### config.mk
export PLATFORM = sky130hd
export DESIGN_NAME = plab4_net_router_input_terminal_ctrl_credit
export DESIGN_NICKNAME = d
export VERILOG_FILES = /design/src/rtl/plab4_net_router_input_terminal_ctrl_credit_pkg.sv /design/src/rtl/plab4_net_credit_counter.sv /design/src/rtl/plab4_net_router_input_terminal_ctrl_credit.sv
export SDC_FILE = /design/constraint.sdc
export NUM_CORES = 1
export LEC_CHECK = 0
export CORE_ASPECT_RATIO = 0.7
export CORE_MARGIN = 2
export CORE_UTILIZATION = 50
export DETAILED_ROUTE_END_ITERATION = 6
export PLACE_DENSITY = 0.77
export RECOVER_POWER = 50
export SETUP_SLACK_MARGIN = 0.5
export SLEW_MARGIN = 10
export SYNTH_ARGS = -nofsm -noshare
export SYNTH_HDL_FRONTEND = slang
export SYNTH_SLANG_ARGS = --single-unit
export TNS_END_PERCENT = 20
### constraint.sdc
create_clock -name clk -period 8.7 [get_ports clk]
set_clock_uncertainty 0.1 [all_clocks]
set_input_delay 0.87 -clock clk [delete_from_list [all_inputs] [get_ports clk]]
set_output_delay 0.87 -clock clk [all_outputs]
set_load 0.01 [all_outputs]
### src/rtl/plab4_net_router_input_terminal_ctrl_credit_pkg.sv
// plab4_net_router_input_terminal_ctrl_credit_pkg: ring route encodings and request bit indices
package plab4_net_router_input_terminal_ctrl_credit_pkg;
    typedef enum logic [1:0] {
        ROUTE_PREV = 2'b00,
        ROUTE_TERM = 2'b01,
        ROUTE_NEXT = 2'b10
    } route_t;
    localparam int REQ_NEXT = 2;
    localparam int REQ_TERM = 1;
    localparam int REQ_PREV = 0;
endpackage

### src/rtl/plab4_net_credit_counter.sv
// plab4_net_credit_counter: one downstream credit count, saturating at p_num_credits
//   clk, reset : clock, async active-high reset (count -> p_num_credits)
//   inc, dec   : credit returned / credit consumed this cycle
//   count      : current credits
//   ovf        : return arrived while already full (count holds)
module plab4_net_credit_counter #(
    parameter int p_num_credits = 4,
    localparam int c_nbits = $clog2(p_num_credits + 1)
) (
    input  logic               clk,
    input  logic               reset,
    input  logic               inc,
    input  logic               dec,
    output logic [c_nbits-1:0] count,
    output logic               ovf
);
    localparam logic [c_nbits-1:0] c_max = c_nbits'(p_num_credits);
    assign ovf = inc && !dec && count == c_max;
    always_ff @(posedge clk or posedge reset)
        if (reset) count <= c_max;
        else if (inc && !dec && !ovf) count <= count + 1'b1;
        else if (dec && !inc) count <= count - 1'b1;
endmodule

### src/rtl/plab4_net_router_input_terminal_ctrl_credit.sv
// plab4_net_router_input_terminal_ctrl_credit: terminal-input control with per-domain credits
//   cur_sd, dest, in_dom, in_val -> in_rdy : head message routing and handshake
//   reqs/grants                          : {NEXT, TERM, PREV} arbiter interface
//   cred_{west,east}_{val,dom}           : returned credits
//   num_free_{west,east}                 : credits of the current slot's domain
//   err, stall_sat                       : sticky credit error, stall saturation
module plab4_net_router_input_terminal_ctrl_credit
    import plab4_net_router_input_terminal_ctrl_credit_pkg::*;
#(
    parameter int p_router_id   = 0,
    parameter int p_num_routers = 8,
    parameter int p_num_domains = 2,
    parameter int p_num_credits = 4,
    parameter int p_bubble      = 1,
    parameter int p_stall_nbits = 4,
    localparam int c_dest_nbits = $clog2(p_num_routers),
    localparam int c_dom_nbits  = p_num_domains > 1 ? $clog2(p_num_domains) : 1,
    localparam int c_cred_nbits = $clog2(p_num_credits + 1)
) (
    input  logic                    clk,
    input  logic                    reset,
    input  logic [c_dom_nbits-1:0]  cur_sd,
    input  logic [c_dest_nbits-1:0] dest,
    input  logic [c_dom_nbits-1:0]  in_dom,
    input  logic                    in_val,
    output logic                    in_rdy,
    output logic [2:0]              reqs,
    input  logic [2:0]              grants,
    input  logic                    cred_west_val,
    input  logic [c_dom_nbits-1:0]  cred_west_dom,
    input  logic                    cred_east_val,
    input  logic [c_dom_nbits-1:0]  cred_east_dom,
    output logic [c_cred_nbits-1:0] num_free_west,
    output logic [c_cred_nbits-1:0] num_free_east,
    output logic                    err,
    output logic                    stall_sat
);
    localparam logic [c_dest_nbits:0]   c_n    = (c_dest_nbits + 1)'(p_num_routers);
    localparam logic [c_dest_nbits:0]   c_off  = (c_dest_nbits + 1)'(p_num_routers - p_router_id);
    localparam logic [c_dest_nbits:0]   c_half = (c_dest_nbits + 1)'(p_num_routers / 2);
    localparam logic [c_dom_nbits:0]    c_nd   = (c_dom_nbits + 1)'(p_num_domains);
    localparam logic [c_cred_nbits-1:0] c_thr  = c_cred_nbits'(p_bubble != 0 ? 2 : 1);

    logic [c_dest_nbits:0]   sum, fwd;
    route_t                  route;
    logic                    sd_ok, elig, fire, fire_west, fire_east;
    logic [c_cred_nbits-1:0] west_cnt [p_num_domains];
    logic [c_cred_nbits-1:0] east_cnt [p_num_domains];
    logic [p_num_domains-1:0] west_ovf, east_ovf;
    logic [p_stall_nbits-1:0] stall;

    // (dest - id) mod N without a divider: offset by N-id, then fold once
    assign sum   = {1'b0, dest} + c_off;
    assign fwd   = sum >= c_n ? sum - c_n : sum;
    assign route = fwd == '0 ? ROUTE_TERM : fwd <= c_half ? ROUTE_NEXT : ROUTE_PREV;

    assign sd_ok = {1'b0, cur_sd} < c_nd;
    assign elig  = in_val && in_dom == cur_sd && {1'b0, in_dom} < c_nd && !reset;
    assign num_free_west = sd_ok ? west_cnt[cur_sd] : '0;
    assign num_free_east = sd_ok ? east_cnt[cur_sd] : '0;

    always_comb begin
        reqs = '0;
        reqs[REQ_TERM] = elig && route == ROUTE_TERM;
        reqs[REQ_NEXT] = elig && route == ROUTE_NEXT && num_free_west >= c_thr;
        reqs[REQ_PREV] = elig && route == ROUTE_PREV && num_free_east >= c_thr;
    end

    assign in_rdy    = |(reqs & grants);
    assign fire      = in_val && in_rdy;
    assign fire_west = fire && reqs[REQ_NEXT];
    assign fire_east = fire && reqs[REQ_PREV];

    for (genvar d = 0; d < p_num_domains; d++) begin : g_dom
        plab4_net_credit_counter #(.p_num_credits(p_num_credits)) u_west (
            .clk   (clk),
            .reset (reset),
            .inc   (cred_west_val && cred_west_dom == c_dom_nbits'(d)),
            .dec   (fire_west && cur_sd == c_dom_nbits'(d)),
            .count (west_cnt[d]),
            .ovf   (west_ovf[d])
        );
        plab4_net_credit_counter #(.p_num_credits(p_num_credits)) u_east (
            .clk   (clk),
            .reset (reset),
            .inc   (cred_east_val && cred_east_dom == c_dom_nbits'(d)),
            .dec   (fire_east && cur_sd == c_dom_nbits'(d)),
            .count (east_cnt[d]),
            .ovf   (east_ovf[d])
        );
    end

    always_ff @(posedge clk or posedge reset)
        if (reset) err <= 1'b0;
        else if (|west_ovf || |east_ovf
                 || (cred_west_val && {1'b0, cred_west_dom} >= c_nd)
                 || (cred_east_val && {1'b0, cred_east_dom} >= c_nd)) err <= 1'b1;

    always_ff @(posedge clk or posedge reset)
        if (reset) stall <= '0;
        else if (!in_val || fire) stall <= '0;
        else if (!stall_sat) stall <= stall + 1'b1;

    assign stall_sat = &stall;
endmodule

==> results of run 1 <==
[cell families after synthesis]
family / share of synthesized area (%)
AO/OA/AOI/OAI: 12.8
XOR/XNOR: 4.20
multiplexers: 12.8
buffers and inverters: 4.54
flip-flops: 29.5
adder cells (fa/ha/maj): 8.05
AND/OR/NAND/NOR: 28.2
[power by group through the flow]
stage | Sequential [mW] | Combinational, mW | Clock [mW]
finish | 0.165 | 0.205 | 0.0584
global route | 0.172 | 0.231 | 0.0647
CTS | 0.165 | 0.207 | 0.0602
detailed placement | 0.165 | 0.206 | 0
global placement | 0.164 | 0.197 | 0
floorplan | 0.152 | 0.149 | 0
[registers in the layout, summed over array words and instances, names as in the netlist]
register and count:
stall 4, g_dom.u_west.count 6, err 1, g_dom.u_east.count 6
[final cells by class]
cell class	instances	area [µm²]	area share [%]
Multi-Input combinational cell	132	965	54.1
Inverter	10	37.5	2.11
Timing Repair Buffer	26	260	14.6
Sequential cell	17	430	24.1
Tap cell	36	45.0	2.53
Clock buffer	4	45.0	2.53
[worst max-delay path, cell delays in order]
cell	delay [ns]
dlygate4sd3_1	0.53
inv_1	0.52
nand3_1	0.47
nor4b_2	0.79
nor2_1	0.12
nand2_1	0.10
fa_1	0.42
nand4_1	0.10
a21boi_0	0.17
mux2i_1	0.09
[cells in the mapped netlist, drive strengths merged (3+ instances only)]
master / count
mux2: 6
nor2b: 3
dfrtp: 13
mux2i: 12
ha: 3
inv: 10
o21ai: 8
nor2: 12
nand2: 14
nor3b: 6
buf: 3
or3b: 3
nor3: 10
nand3: 5
fa: 4
a21oi: 5
dfstp: 4
xnor2: 6
or4: 3
nand2b: 4
[metal layers]
| metal | vias up | wire length, µm | GRT usage, % |
|---|---|---|---|
| li1 | 642 | - | - |
| met1 | 598 | 1550 | 30.8 |
| met2 | 23 | 1520 | 33.8 |
| met3 | 5 | 140 | 5.31 |
| met4 | 0 | 19 | 3.00 |
| met5 | - | 0 | 0 |
[cells in the final DEF (no fill, tap or decap), drive strengths merged, types with 4 or more instances in the layout]
master          n
a21oi           5
clkbuf          4
clkdlybuf4s50  23
dfrtp          13
dfstp           4
fa              4
inv            10
mux2            6
mux2i          12
nand2          14
nand2b          4
nand3           5
nor2           12
nor3           10
nor3b           6
o21ai           8
xnor2           6
[per-stage QoR]
stage,instance area (µm²),setup WS (ns),cells,hold WS (ns),utilization (%)
after global placement,1740,4.50,221,0.378,62.5
after global routing,1780,4.11,225,0.416,64.1
after detailed placement,1740,4.34,221,0.393,62.5
final,1780,4.51,225,0.394,64.1
after floorplan,1460,5.38,164,0.376,-
after CTS,1780,4.59,225,0.402,64.1
[how the worst max path moves through the flow]
| stage | slack (ns) | cells after the start | from | to |
|---|---|---|---|---|
| global placement | 4.50 | 10 | cur_sd | g_dom[1].u_east.count[1]$_DFFE_PP0P_ |
| floorplan | 5.38 | 10 | reset | g_dom[1].u_east.count[1]$_DFFE_PP0P_ |
| finish | 4.51 | 10 | reset | g_dom[1].u_east.count[1]$_DFFE_PP0P_ |
| CTS | 4.59 | 10 | reset | g_dom[1].u_east.count[1]$_DFFE_PP0P_ |
| global route | 4.11 | 10 | reset | g_dom[1].u_east.count[1]$_DFFE_PP0P_ |
| detailed placement | 4.34 | 10 | reset | g_dom[1].u_east.count[1]$_DFFE_PP0P_ |
==> metrics.md, run 1 <==
| Metric | Value |
|---|---|
| CTS tree | yes |
| Critical-path maximum fanout | 18 |
| Combinational power share | 47.8% |
| Total grt overflow | 0 |
| Vias | 1268 |
| Largest net degree at the start of global routing | 20 |
| Area leader, netlist | dfrtp_1 |
| Clock transition at path regs | 0.06 ns |
| Worst-Margin Slew | 0.827 ns |
| GP Congestion | roughly 0.84 |
| Diodes inserted | 0 |
| Synth top area cells | dfrtp_1 (22%), mux2i_1 (8.2%), dfstp_2 (7.2%), fa_1 (5.5%), mux2_2 (4.6%) |
| Syn Std Cell Area | 0.00146 mm² |
| Syn-to-layout area delta | 22.0% |
| Post-Route WL | 3230 µm |
| Dominant synthesized flop cell | dfrtp_1 |
| Clock Sinks | 17 |
| Register bit total from synthesis | 17 |
| Total leakage power | approximately 0.72 nW |
| Pwr Total | 0.428 mW |
| Total CTS buffers | 3 |
| HP Class | reg2reg |
| Outcome | completed |
| Gr usage total | 21.6% |
| First-pass GRT wire length | about 5500 µm |
| Die height | 49.2 µm |
| Worst vdd ir | 163 µV |
| Crit end category | register |
| Setup TNS Final | 0 ns |
| Final Cycle Share | 48.1% |
| Hold path startpoint | err$_DFFE_PP0P_ |
| ANT nets after route | 0 |
| WS Path Type | in2reg |
| Library cells used by synthesis | 47 |
| Resize count post-CTS | 0 |
| Post-CTS Setup Bufs | 0 |
| Share of total power in sequential cells | between 30% and 40% |
| H-tree Lvls | 1 |
| Vias in the first global route | 1227 |
| DIE WIDTH | 68.6 µm |
| Syn_nets | 186 |
| Clk root buf | clkbuf_8 |
| Die Area | between 0.003 and 0.004 mm² |
| Slew Limit Headroom | 44.3% |
| Core Area | 0.00278 mm² |
| Hold depth | 1 |
| Register area share after synthesis | 29.5% |
| Internal power | 0.259 mW |
| DRC | 0 |
| Worst r2r src | g_dom[0].u_east.count[2]$_DFFE_PP1P_ |
| Net Switching | 0.169 mW |
| Max-cap violations | 0 |
| Ports | 27 |
| Slew Limit Fails | 0 |
| Filler Cell Count | 243 |
| Pwr Density | between 200 and 250 mW/mm² |
| Number of DRC markers in iteration 0 | 70 |
| Final Hold Fails | 0 |
| Synth Instances | 164 |
| Unrepaired setup endpoints after global routing | false |
| Clk_lat worst skew | 0.25 ns |
| Critical path arrival | between 4 and 5 ns |
| Nets@finish | between 200 and 250 |
| Fmax | 239 MHz |
| Top-area cell type share of the netlist area | 22.3% |
| First-pass DRT Iterations | 4 |
| Final HPWL DP | 2560 µm |
| CP Launch Type | input port |
| Layout cells sized above 1 | about a tenth |
| Avg Cell Area, Syn | 8.91 µm² |
| Req. time, crit path | 8.71 ns |
| Final min period | 4.19 ns |
| CTS Hold Bufs | 0 |
| Initial cell density of the core | 52.5% |
| Flop2flop setup slack | 5.59 ns |
| # rows | 16 |
| End of the worst hold path | err$_DFFE_PP0P_ |
| Post-DR vias/cell | 5.64 |
| Path depth of the worst reg2reg path | 9 |
| Ys async rst share | 100% |
| Final Setup Violations | 0 |
| Number of flops mapped to enable cells by yosys | 0 |
| Worst r2r dst | g_dom[1].u_east.count[1]$_DFFE_PP0P_ |
| Clock power share | 13.6% |
| CTS Buffer Depth | 2 |
| Drt wl/cell | 14.4 µm |
| IO buf count | 26 |
| Sw Share | a little under 40% |
| Ys Warns | 0 |
| Initial antenna violation count | 0 |
No activity file was read; power rests on OpenSTA's default activity.
==> inputs of run 2 (changes only) <==
Clock period 8.7 ns to 4.1 ns, I/O delays scaled along.
==> metrics.md, run 2 (synthesis results as in run 1) <==
| Metric | Value |
|---|---|
| Die height | 49.2 µm (unchanged) |
| Syn-to-layout area delta | 23.8% |
| Met3 Usage GRT | 5.31% (unchanged) |
| Req. time, crit path | 4.15 ns (-4.56 ns) |
| Number of DRC markers in iteration 0 | 75 (+7.1%) |
| Hold Slack | 0.384 ns (-0.0105 ns) |
| Clk_lat worst skew | 0.26 ns (about the same) |
| Most common cell after layout, fill and taps aside | clkdlybuf4s50_1 |
| DRC | 0 (unchanged) |
| Total grt overflow | 0 (unchanged) |
| Final HPWL DP | 2560 µm (about the same) |
| HP Class | reg2reg |
| WS Path Type | in2reg |
| # rows | 16 (unchanged) |
| Nets@finish | 216 (+1.9%) |
| Clk root buf | clkbuf_8 |
| Slew Limit Headroom | 35.6% (-8.8 points) |
| GP Congestion | 0.833 (-1.1%) |
| Total leakage power | 0.744 nW (+2.6%) |
| Setup TNS Final | 0 ns (unchanged) |
| IO buf count | 26 (unchanged) |
| Critical-path maximum fanout | 11 (-7) |
| CTS tree | yes |
| Met2 usage | 34.0% (+0.16 points) |
| Outcome | completed |
| Final min period | 3.26 ns |
| Layout cells sized above 1 | 11.4% (+1.3 points) |
| Total CTS buffers | 3 (unchanged) |
| Initial cell density of the core | 52.5% (unchanged) |
| Met1 Usage GRT | 29.3% (-1.5 points) |
| CTS Buffer Depth | 2 (unchanged) |
| CTS Hold Bufs | 0 (unchanged) |
| Worst vdd ir | 343 µV (+110%) |
| CP Launch Type | input port |
| Final Cycle Share | 79.5% |
| Unrepaired setup endpoints after global routing | false |
| Commonest non-fill, non-tap cells in the layout | clkdlybuf4s50_1 (21), nand2_1 (14), dfrtp_1 (13) |
| Post-Route WL | 3300 µm (+2.0%) |
| Slew Limit Fails | 0 (unchanged) |
| Die Area | 0.00338 mm² (unchanged) |
| Biggest regs | g_dom.u_east.count x6, g_dom.u_west.count x6, stall x4 |
| Initial antenna violation count | 0 (unchanged) |
| Worst-Margin Slew | 0.967 ns (+0.140 ns) |
| Fmax | slightly above 300 MHz |
| Core Area | 0.00278 mm² (unchanged) |
| Vias in the first global route | 1223 (-0.33%) |
| Max-cap violations | 0 (unchanged) |
| Post-DR vias/cell | 5.66 (+0.50%) |
| Vias | 1297 (+2.3%) |
| Largest net degree at the start of global routing | 18 (-10%) |
| Final Setup Violations | 0 (unchanged) |
| First-pass GRT wire length | 5510 µm (-0.36%) |
| Ports | 27 (unchanged) |
| DIE WIDTH | 68.6 µm (unchanged) |
| Final Hold Fails | 0 (unchanged) |
| Gr usage total | 21.8% (+0.14 points) |
| First-pass DRT Iterations | 4 (unchanged) |
| Crit end category | register |
| Pwr Total | 0.914 mW (+110%) |
| Resize count post-CTS | 0 (unchanged) |
| Post-CTS Setup Bufs | 0 (unchanged) |
| Drt wl/cell | 14.4 µm (+0.20%) |
| Pwr Density | 505 mW/mm² (+110%) |
| Most Crowded Layer GR | met2 |
| Diodes inserted | 0 (unchanged) |
| Clock Sinks | 17 (unchanged) |
| H-tree Lvls | 1 (unchanged) |
| Critical path arrival | 3.31 ns (-0.88 ns) |
| Clock transition at path regs | 0.07 ns (about the same) |
| ANT nets after route | 0 (unchanged) |
run 2: worst max-delay path, stage by stage:
cell and delay [ns]:
dlygate4sd3_1 0.80, xnor2_1 0.18, nand3_1 0.33, or4_1 0.73, nand3_1 0.15, fa_1 0.43
nand2_1 0.07, mux2i_1 0.06, o21bai_1 0.15
run 2: final timing paths:
| kind | from | to | slack [ns] | cells past startpoint |
|---|---|---|---|---|
| max | cur_sd | g_dom[0].u_east.count[1]$_DFFE_PP0P_ | 0.84 | 9 |
| min | err$_DFFE_PP0P_ | err$_DFFE_PP0P_ | 0.38 | 1 |
| max reg2reg | g_dom[0].u_east.count[2]$_DFFE_PP1P_ | g_dom[0].u_east.count[1]$_DFFE_PP0P_ | 1.23 | 8 |
| min reg2reg | err$_DFFE_PP0P_ | err$_DFFE_PP0P_ | 0.38 | 1 |
| min in group asynchronous | reset | stall[2]$_DFFE_PP0P_ | 0.82 | 3 |
| max in group asynchronous | reset | err$_DFFE_PP0P_ | 2.48 | 3 |
run 2: power breakdown:
group / switching [mW] / total [mW] / internal, mW
Sequential: 0.105 / 0.347 / 0.241
Clock: 0.0612 / 0.130 / 0.0692
Combinational: 0.197 / 0.437 / 0.240
run 2: final cells by class:
class                           instances  area [µm²]
Fill cell                             241         973
Multi-Input combinational cell        132         965
Sequential cell                        17         430
Timing Repair Buffer                   30         287
Clock buffer                            4        45.0
Tap cell                               36        45.0
Inverter                               10        37.5
run 2: metrics by stage:
step                      setup slack [ns]  area, µm²  util, %  cells
after floorplan                       1.24       1460        -    164
after global placement               0.679       1770     63.5    225
after detailed placement             0.610       1770     63.5    225
after CTS                            0.880       1810     65.2    229
after global routing                 0.646       1810     65.0    229
final                                0.841       1810     65.0    229
run 2: routing by layer:
metal / vias up / routed length, µm
li1: 644 / -
met1: 621 / 1490
met2: 27 / 1610
met3: 5 / 157
met4: 0 / 38
met5: - / 0
==> inputs of run 3 (changes only) <==
Settings changed: CORE_UTILIZATION 50 to 47, PLACE_DENSITY 0.77 to 0.76.
Clock period 4.1 ns to 2.95 ns, I/O delays scaled along.
==> metrics.md, run 3 (synthesis results as in run 1) <==
| Metric | Value |
|---|---|
| Initial antenna violation count | 0 (unchanged) |
| Gr usage total | 23.2% (+1.4 points) |
| Share of total power in sequential cells | 34.7% (-3.3 points) |
| Vias | 1365 (+5.2%) |
| Crit end category | register |
| Post-DR vias/cell | 5.59 (-1.2%) |
| Worst-Margin Slew | 0.982 ns (+0.0155 ns) |
| Biggest regs | g_dom.u_east.count x6, g_dom.u_west.count x6, stall x4 |
| Net Switching | 0.564 mW (+55%) |
| Largest net degree at the start of global routing | 18 (unchanged) |
| Drt wl/cell | 15.7 µm (+9.3%) |
| Initial cell density of the core | 50.7% (-1.8 points) |
| Routed length on met2 | 1880 µm (+17%) |
| Highest routing layer actually used | met4 |
| DRC | 0 (unchanged) |
| Clk_lat worst skew | 0.25 ns (about the same) |
| IO buf count | 26 (unchanged) |
| Nets@finish | 231 (+6.9%) |
| Worst Setup Slack, final | 0.326 ns (-0.515 ns) |
| Slowest cell delay on critical path | 0.57 ns (-0.23 ns) |
| # rows | 16 (unchanged) |
| Clock transition at path regs | 0.07 ns (about the same) |
| Total grt overflow | 0 (unchanged) |
| HP Class | reg2reg |
| Clock Sinks | 17 (unchanged) |
| Outcome | completed |
| DRT met1 WL | 1770 µm (+18%) |
| Util after Layout | 69.1% (+4.1 points) |
| First-pass DRT Iterations | 4 (unchanged) |
| Ports | 27 (unchanged) |
| Clock power share | 12.6% (-1.7 points) |
| Final Setup Violations | 0 (unchanged) |
| Slew Limit Headroom | 34.5% (-1.0 points) |
| Crit-path slowest cell | dfstp_1 |
| Die height | 50.7 µm (+2.9%) |
| CTS tree | yes |
| Diodes inserted | 0 (unchanged) |
| ANT nets after route | 0 (unchanged) |
| Unrepaired setup endpoints after global routing | true |
| Internal power | 0.832 mW (+51%) |
| DIE WIDTH | 70.6 µm (+3.0%) |
| Final min period | between 2 and 3 ns |
| Layout cells sized above 1 | 24.5% (+13 points) |
| Combinational power share | 52.7% (+4.9 points) |
| Syn-to-layout area delta | 36.3% |
| Sw Share | 40.4% (+0.65 points) |
| Clk root buf | clkbuf_8 |
| First-pass GRT wire length | 6460 µm (+17%) |
| Die Area | 0.00358 mm² (+5.9%) |
| GP Congestion | 0.835 (+0.22%) |
| Final Cycle Share | approximately 89% |
| Req. time, crit path | 2.99 ns (-1.16 ns) |
| Slew Limit Fails | 0 (unchanged) |
| Critical path arrival | 2.67 ns (-0.64 ns) |
| Total leakage power | 0.828 nW (+11%) |
| Final HPWL DP | 2900 µm (+13%) |
| Vias in the first global route | 1414 (+16%) |
| Place WS | -0.181 ns (-0.791 ns) |
| DR WL met3 | 136 µm (-13%) |
| CP Launch Type | register |
| Critical-path maximum fanout | 3 (-8) |
| H-tree Lvls | 1 (unchanged) |
| CTS Hold Bufs | 0 (unchanged) |
| Post-Route WL | 3840 µm (+16%) |
| Core Area | 0.00288 mm² (+3.6%) |
| Fmax | about 380 MHz |
| Commonest non-fill, non-tap cells in the layout | clkdlybuf4s50_1 (18), buf_4 (18), nand2_1 (13) |
| Max-cap violations | 0 (unchanged) |
| Worst vdd ir | 346 µV (+0.91%) |
| CTS Buffer Depth | 2 (unchanged) |
| Number of DRC markers in iteration 0 | 69 (-8.0%) |
| WS Path Type | reg2reg |
| Crit-path cells | nor3_1, or3b_4, or4_4, nand3_4, fa_1, nand2_1, mux2i_1, o21bai_1 |
| Total CTS buffers | 3 (unchanged) |
| Filler Cell Count | 231 (-4.1%) |
| Pwr Density | 701 mW/mm² (+39%) |
| Final Hold Fails | 0 (unchanged) |
[run 3: final timing paths]
check / start / to / slack (ns) / cells past startpoint
max in group asynchronous: reset / g_dom[1].u_east.count[1]$_DFFE_PP0P_ / 1.34 / 3
worst max register to register: g_dom[0].u_east.count[2]$_DFFE_PP1P_ / g_dom[0].u_east.count[1]$_DFFE_PP0P_ / 0.33 / 8
min in group asynchronous: reset / g_dom[0].u_west.count[0]$_DFFE_PP0P_ / 0.74 / 3
worst min register to register: err$_DFFE_PP0P_ / err$_DFFE_PP0P_ / 0.38 / 1
worst max-delay path: g_dom[0].u_east.count[2]$_DFFE_PP1P_ / g_dom[0].u_east.count[1]$_DFFE_PP0P_ / 0.33 / 8
worst min-delay path: err$_DFFE_PP0P_ / err$_DFFE_PP0P_ / 0.38 / 1
[run 3: metal layers]
metal  vias to the layer above  track usage [%]
li1                        680                -
met1                       647             28.6
met2                        30             40.9
met3                         8             5.62
met4                         0             6.29
met5                         -                0
[run 3: timing repair]
action                                  4_1_cts  5_1_grt
endpoints found under the setup margin       15       14
gates cloned                                  0        0
gates resized for setup                      18        7
pin swaps                                    10        7
setup buffers                                 2        1
[run 3: worst max-delay path, delay by kind of cell, from the launching register on]
kind | cells | cell delay (ns)
AOI/OAI and AO/OA | 1 | 0.15
adders and majority gates | 1 | 0.40
DFF | 1 | 0.57
muxes | 1 | 0.06
and+or+nand+nor | 5 | 1.22
[run 3: final cells by class]
type	instances	area, µm²	area share (%)
well taps	36	45.0	2.26
multi-input cells	132	1040	52.3
clock buffers	4	45.0	2.26
repair buffers	45	390	19.6
inverters	10	37.5	1.88
flip-flops and latches	17	432	21.7
[run 3: power groups by stage]
stage                     logic (mW)  clock network, mW  registers [mW]
after floorplan                0.446                  0           0.449
after global placement         0.631                  0           0.486
after detailed placement       0.666                  0           0.497
after CTS                      0.719              0.183           0.485
after global routing           0.810              0.193           0.503
final                          0.735              0.176           0.484
[run 3: per-stage QoR]
stage,hold WS [ns],instances,power (mW),area [µm²],setup TNS [ns]
finish,0.378,244,1.40,1990,0
detailed placement,0.373,237,1.16,1880,-0.599
floorplan,0.126,164,0.895,1490,0
global route,0.429,244,1.51,1990,0
global placement,0.367,237,1.12,1880,-0.0315
CTS,0.340,243,1.39,1980,0
